**src/rtl/rs232_rx.sv**
```systemverilog
// RS-232 8-bit receiver: 2-flop synchronizer, mid-bit sampling, stop check.
// Define RS232_RX_PARITY_EN to expect and check an even-parity bit after bit 7.
module rs232_rx #(
  parameter int uart_bps = 9600,
  parameter int clk_freq = 50000000
) (
  input  logic       system_clk,
  input  logic       system_rst,
  input  logic       rx,
  output logic [7:0] po_data,
  output logic       po_flag,
  output logic       frame_err
);

  localparam int BAUD_CNT_MAX = clk_freq / uart_bps;
  localparam int CW = $clog2(BAUD_CNT_MAX + 1);
  localparam logic [CW-1:0] CNT_LAST = CW'(BAUD_CNT_MAX - 1);
  localparam logic [CW-1:0] CNT_MID = CW'(BAUD_CNT_MAX / 2);

`ifdef RS232_RX_PARITY_EN
  typedef enum logic [2:0] {
    IDLE, START, DATA, PARITY, STOP
  } state_t;
`else
  typedef enum logic [1:0] {
    IDLE, START, DATA, STOP
  } state_t;
`endif

  state_t state_q, state_d;
  logic [CW-1:0] cnt_q, cnt_d;
  logic [2:0] bit_q, bit_d;
  logic [7:0] shift_q, shift_d;
  logic [7:0] data_q, data_d;
  logic flag_q, flag_d;
  logic ferr_q, ferr_d;
  logic rx_s1_q, rx_s2_q, rx_s3_q;
  logic fall, mid, last, stop_ok;

`ifdef RS232_RX_PARITY_EN
  logic par_err_q, par_err_d;
`endif

  assign fall = rx_s3_q & ~rx_s2_q;
  assign mid = (cnt_q == CNT_MID);
  assign last = (cnt_q == CNT_LAST);

`ifdef RS232_RX_PARITY_EN
  assign stop_ok = rx_s2_q & ~par_err_q;
`else
  assign stop_ok = rx_s2_q;
`endif

  always_comb begin
    state_d = state_q;
    cnt_d = cnt_q;
    bit_d = bit_q;
    shift_d = shift_q;
    data_d = data_q;
    flag_d = 1'b0;
    ferr_d = 1'b0;
`ifdef RS232_RX_PARITY_EN
    par_err_d = par_err_q;
`endif
    if (state_q != IDLE) begin
      cnt_d = last ? '0 : cnt_q + 1'b1;
    end
    unique case (state_q)
      IDLE: begin
        cnt_d = '0;
        bit_d = '0;
`ifdef RS232_RX_PARITY_EN
        par_err_d = 1'b0;
`endif
        if (fall) state_d = START;
      end
      START: begin
        if (mid && rx_s2_q) begin
          state_d = IDLE;
          cnt_d = '0;
        end else if (last) begin
          state_d = DATA;
        end
      end
      DATA: begin
        if (mid) shift_d = {rx_s2_q, shift_q[7:1]};
        if (last) begin
          bit_d = bit_q + 3'd1;
`ifdef RS232_RX_PARITY_EN
          if (bit_q == 3'd7) state_d = PARITY;
`else
          if (bit_q == 3'd7) state_d = STOP;
`endif
        end
      end
`ifdef RS232_RX_PARITY_EN
      PARITY: begin
        // Even parity: data plus parity bit must hold an even count of ones
        if (mid) par_err_d = ^{shift_q, rx_s2_q};
        if (last) state_d = STOP;
      end
`endif
      STOP: begin
        if (mid) begin
          state_d = IDLE;
          cnt_d = '0;
          if (stop_ok) begin
            data_d = shift_q;
            flag_d = 1'b1;
          end else begin
            ferr_d = 1'b1;
          end
        end
      end
      default: begin
        state_d = IDLE;
        cnt_d = '0;
      end
    endcase
  end

  always_ff @(posedge system_clk) begin
    if (system_rst) begin
      state_q <= IDLE;
      cnt_q <= '0;
      bit_q <= '0;
      shift_q <= '0;
      data_q <= '0;
      flag_q <= 1'b0;
      ferr_q <= 1'b0;
      rx_s1_q <= 1'b1;
      rx_s2_q <= 1'b1;
      rx_s3_q <= 1'b1;
`ifdef RS232_RX_PARITY_EN
      par_err_q <= 1'b0;
`endif
    end else begin
      state_q <= state_d;
      cnt_q <= cnt_d;
      bit_q <= bit_d;
      shift_q <= shift_d;
      data_q <= data_d;
      flag_q <= flag_d;
      ferr_q <= ferr_d;
      rx_s1_q <= rx;
      rx_s2_q <= rx_s1_q;
      rx_s3_q <= rx_s2_q;
`ifdef RS232_RX_PARITY_EN
      par_err_q <= par_err_d;
`endif
    end
  end

  assign po_data = data_q;
  assign po_flag = flag_q;
  assign frame_err = ferr_q;

endmodule

```
**config.mk**
```make
export PLATFORM = sky130hd
export DESIGN_NAME = rs232_rx
export DESIGN_NICKNAME = d
export VERILOG_FILES = /design/src/rtl/rs232_rx.sv
export SDC_FILE = /design/constraint.sdc
export NUM_CORES = 1
export LEC_CHECK = 0
export ABC_AREA = 1
export CAP_MARGIN = 25
export CORE_MARGIN = 2
export CORE_UTILIZATION = 45
export DETAILED_ROUTE_END_ITERATION = 6
export PLACE_DENSITY = 0.75
export SLEW_MARGIN = 10
export SYNTH_ARGS = -nofsm -noshare
export SYNTH_HDL_FRONTEND = slang
export SYNTH_SLANG_ARGS = --single-unit
```
**constraint.sdc**
```tcl
create_clock -name system_clk -period 2.97 [get_ports system_clk]
set_input_delay 0.594 -clock system_clk [delete_from_list [all_inputs] [get_ports system_clk]]
set_output_delay 0.594 -clock system_clk [all_outputs]
set_load 0.01 [all_outputs]
```
==> flow_summary_export.csv <==
group,metric,value,unit
clocking,cts_tree,"done",
placement,pre_cts_ws,1010,ps
route,route.final.wire_length,3230,microns
route,detail_route.drc_violations,0,
die,full_die_area,4420,sq um
critical_path,critical-path-slowest-cell,"clkdlybuf4s50_1",
timing,slew_headroom,74.9,%
timing,fmax,563,MHz
finish,most-common-layout-cells,"41 x nand2_1, 39 x dfxtp_1, 32 x nor2_1, 28 x inv_1",
synth,synth_flop_cell,"dfxtp_1",
critical_path,critical_path_peak_fanout,2,
outcome,outcome,"complete, no violations",
clocking,cts_htree_levels,2,
synth,yosys_register_bits,39,
power,pwr_density,513,nW/um^2
grt,first_pass_grt_wire_length,5450,microns
finish,final.fill_count,363,
finish,nNetsFinal,257,
critical_path,critical_path_cell_by_cell,"clkdlybuf4s50_1",
critical_path,critical_path_arrival,1180,ps
timing,clock_skew,10.5,ps
route,drt-initial-drc-count,110,
synth,top_area_cell_type_share_of_the_netlist_area,44.4,%
critical_path,critical_path.endpoint_type,"output port",
critical_path,timing.critical_path.from_type,"flip-flop",
timing,period_share,59.8,%
die,die_y,66.5,microns
worst_hold_path,holdCritPathClass,"flip-flop to flip-flop",
route,wl_per_cell,10.8,microns
synth,yosys-top-cells-area,"dfxtp_1 44%, nand2_1 8.8%, nor2_1 6.8%, inv_1 6.0%, a21oi_1 5.7%",
critical_path,crit_family,"buffers and inverters",
timing,worst_slack,1190,ps
critical_path,cp_slowest_stage_delay,540,ps
critical_path,reg2reg_setup_slack,1330,ps
timing,fin_crit,1780,ps
synth,ys_seq_area_share,44.4,%
power,leakagePower,0.779,nW
timing,endpoints_failing_hold,0,
grt,grt_pass1_vias,1301,
synth,syn_std_cell_area,1760,sq um
clocking,post-cts-setup-buffer-count,0,
placement,routabilityCongestion,0.829,
grt,grt_start_max_net_pins,18,
synth,synth_top_cell_by_area,"dfxtp_1",
synth,synth_fp_nets,242,
route,dr_total_vias,1451,
placement,post-place-cells,291,
die,core,3720,sq um
route,first_pass_iters,6,
grt,grt_util_all_layers,16.3,%
synth,synth_async_sr_flop_share,0,%
die,core.rowCount,22,
die,fp.dieW,66.5,microns
finish,layout.cells.non_filler,299,
finish,layout_commonest_cell,"nand2_1",
placement,dp_hpwl,2360,microns
route,number_of_nets_with_antenna_violations_after_routing,0,
clocking,post_cts_hold_buffer_count,0,
clocking,numClockSinks,39,
synth,edff_count_synth,0,
timing,finalSetupTns,0,ps
synth,netlist_instances,235,
placement,io_buffer_count,12,
grt,antenna_found_initial,0,
critical_path,criticalPathCategory,"flip-flop to output port",
route,drt-vias-per-instance,4.85,
clocking,clkTransAtPathRegs,80,ps
power,irDropWorstVdd,0.328,mV
synth,synthesis.yosys.warnings,0,
critical_path,critical_path_required,2380,ps
run,max_cap_violations,0,
timing,worstMarginPinSlew,376,ps
timing,setup-violations-final,0,
finish,area_delta_synth_final,15.4,%
finish,antenna_cells_inserted,0,
synth,syn_avg_cell_area,7.48,sq um
clocking,clock_tree.root_cell,"clkbuf_8",
synth,yosysUniqueCellTypes,28,
critical_path,critical_path.n_buffers_inverters,1,
clocking,clock_path_buffers,2,
die,top_level_ports,13,
clocking,cts_made_buffers,5,
die,floorplan.initialDensity,47.3,%
clocking,ctsResizeCount,0,
timing,rsz0062_at_grt,"false",
clocking,clock_latency_reported_for_the_late_side_of_the_worst_skew_pair,300,ps
timing,timing_max_transition_violations_final,0,
finish,drive_gt1_share,11.2,%
grt,overflow,0,
==> state kept, by name, summed over array words and instances (netlist names), named ones only <==
| name | count |
|---|---|
| cnt_q | 13 |
| po_data | 8 |
| shift_q | 8 |
| bit_q | 3 |
| frame_err | 1 |
| po_flag | 1 |
| rx_s1_q | 1 |
| rx_s2_q | 1 |
| rx_s3_q | 1 |
| state_q | 1 |
==> cells in the mapped netlist (2+ instances only) <==
| library cell | count |
|---|---|
| nand4_1 | 3 |
| o21ai_0 | 20 |
| nor2_1 | 32 |
| dfxtp_1 | 39 |
| or2_2 | 3 |
| nor2_2 | 2 |
| nor3_2 | 2 |
| inv_2 | 4 |
| xnor2_1 | 2 |
| inv_1 | 28 |
| xor2_1 | 5 |
| clkbuf_1 | 2 |
| nor3_1 | 8 |
| nand3_1 | 6 |
| a21oi_1 | 20 |
| nand2_1 | 41 |
| nor2_4 | 3 |
| ha_1 | 4 |
| nand2_2 | 2 |
==> metal layers <==
metal	wire, microns	vias to the layer above	global-route usage, %
met5	0	-	0
met4	76	0	8.93
met3	100	7	4.22
met2	1430	16	25.1
met1	1620	652	20.7
li1	-	776	-
==> worst paths after layout <==
kind | from | end | depth (start not counted)
setup / recovery | po_data[7] | po_data[7] | 1
hold / removal | rx_s1_q | rx_s2_q | 1
setup reg to reg | cnt_q[0] | cnt_q[0] | 9
hold reg to reg | rx_s1_q | rx_s2_q | 1
==> cell type report <==
class	count	area, sq um	area share [%]
Sequential cell	39	781	38.5
Multi-Input combinational cell	160	831	41.0
Timing Repair Buffer	12	120	5.92
Clock buffer	5	68.8	3.39
Tap cell	48	60.1	2.96
Clock inverter	3	47.5	2.34
Inverter	32	120	5.92
==> power breakdown <==
group / total [mW] / switching [mW] / leakage, nW / internal [mW]
sequential: 0.531 / 0.00404 / 0.315 / 0.527
clock: 0.452 / 0.198 / 0.0587 / 0.254
combinational: 0.0560 / 0.0390 / 0.406 / 0.0169
total: 1.04 / 0.241 / 0.779 / 0.799
==> cells by family (layout without fill, tap and decap cells) <==
group / count (synthesis) / after routing / share of synthesized area (%)
XOR/XNOR: 7 / 7 / 3.49
buffers and inverters: 36 / 52 / 8.33
adder cells (fa/ha/maj): 4 / 4 / 2.85
AND/OR/NAND/NOR: 105 / 105 / 27.5
flip-flops: 39 / 39 / 44.4
AO/OA/AOI/OAI: 44 / 44 / 13.4
==> through the flow <==
| stage | hold WS [ps] | area [sq um] | util, % | total power [mW] |
|---|---|---|---|---|
| 2_1_floorplan | 389 | 1760 | - | 0.589 |
| 3_3_place_gp | 392 | 1910 | 51.4 | 0.599 |
| 3_5_place_dp | 399 | 1910 | 51.4 | 0.600 |
| 4_1_cts | 418 | 2030 | 54.6 | 1.05 |
| 5_1_grt | 441 | 2030 | 54.6 | 1.07 |
| 6_report | 414 | 2030 | 54.6 | 1.04 |
No activity file was read; power rests on OpenSTA's default activity.
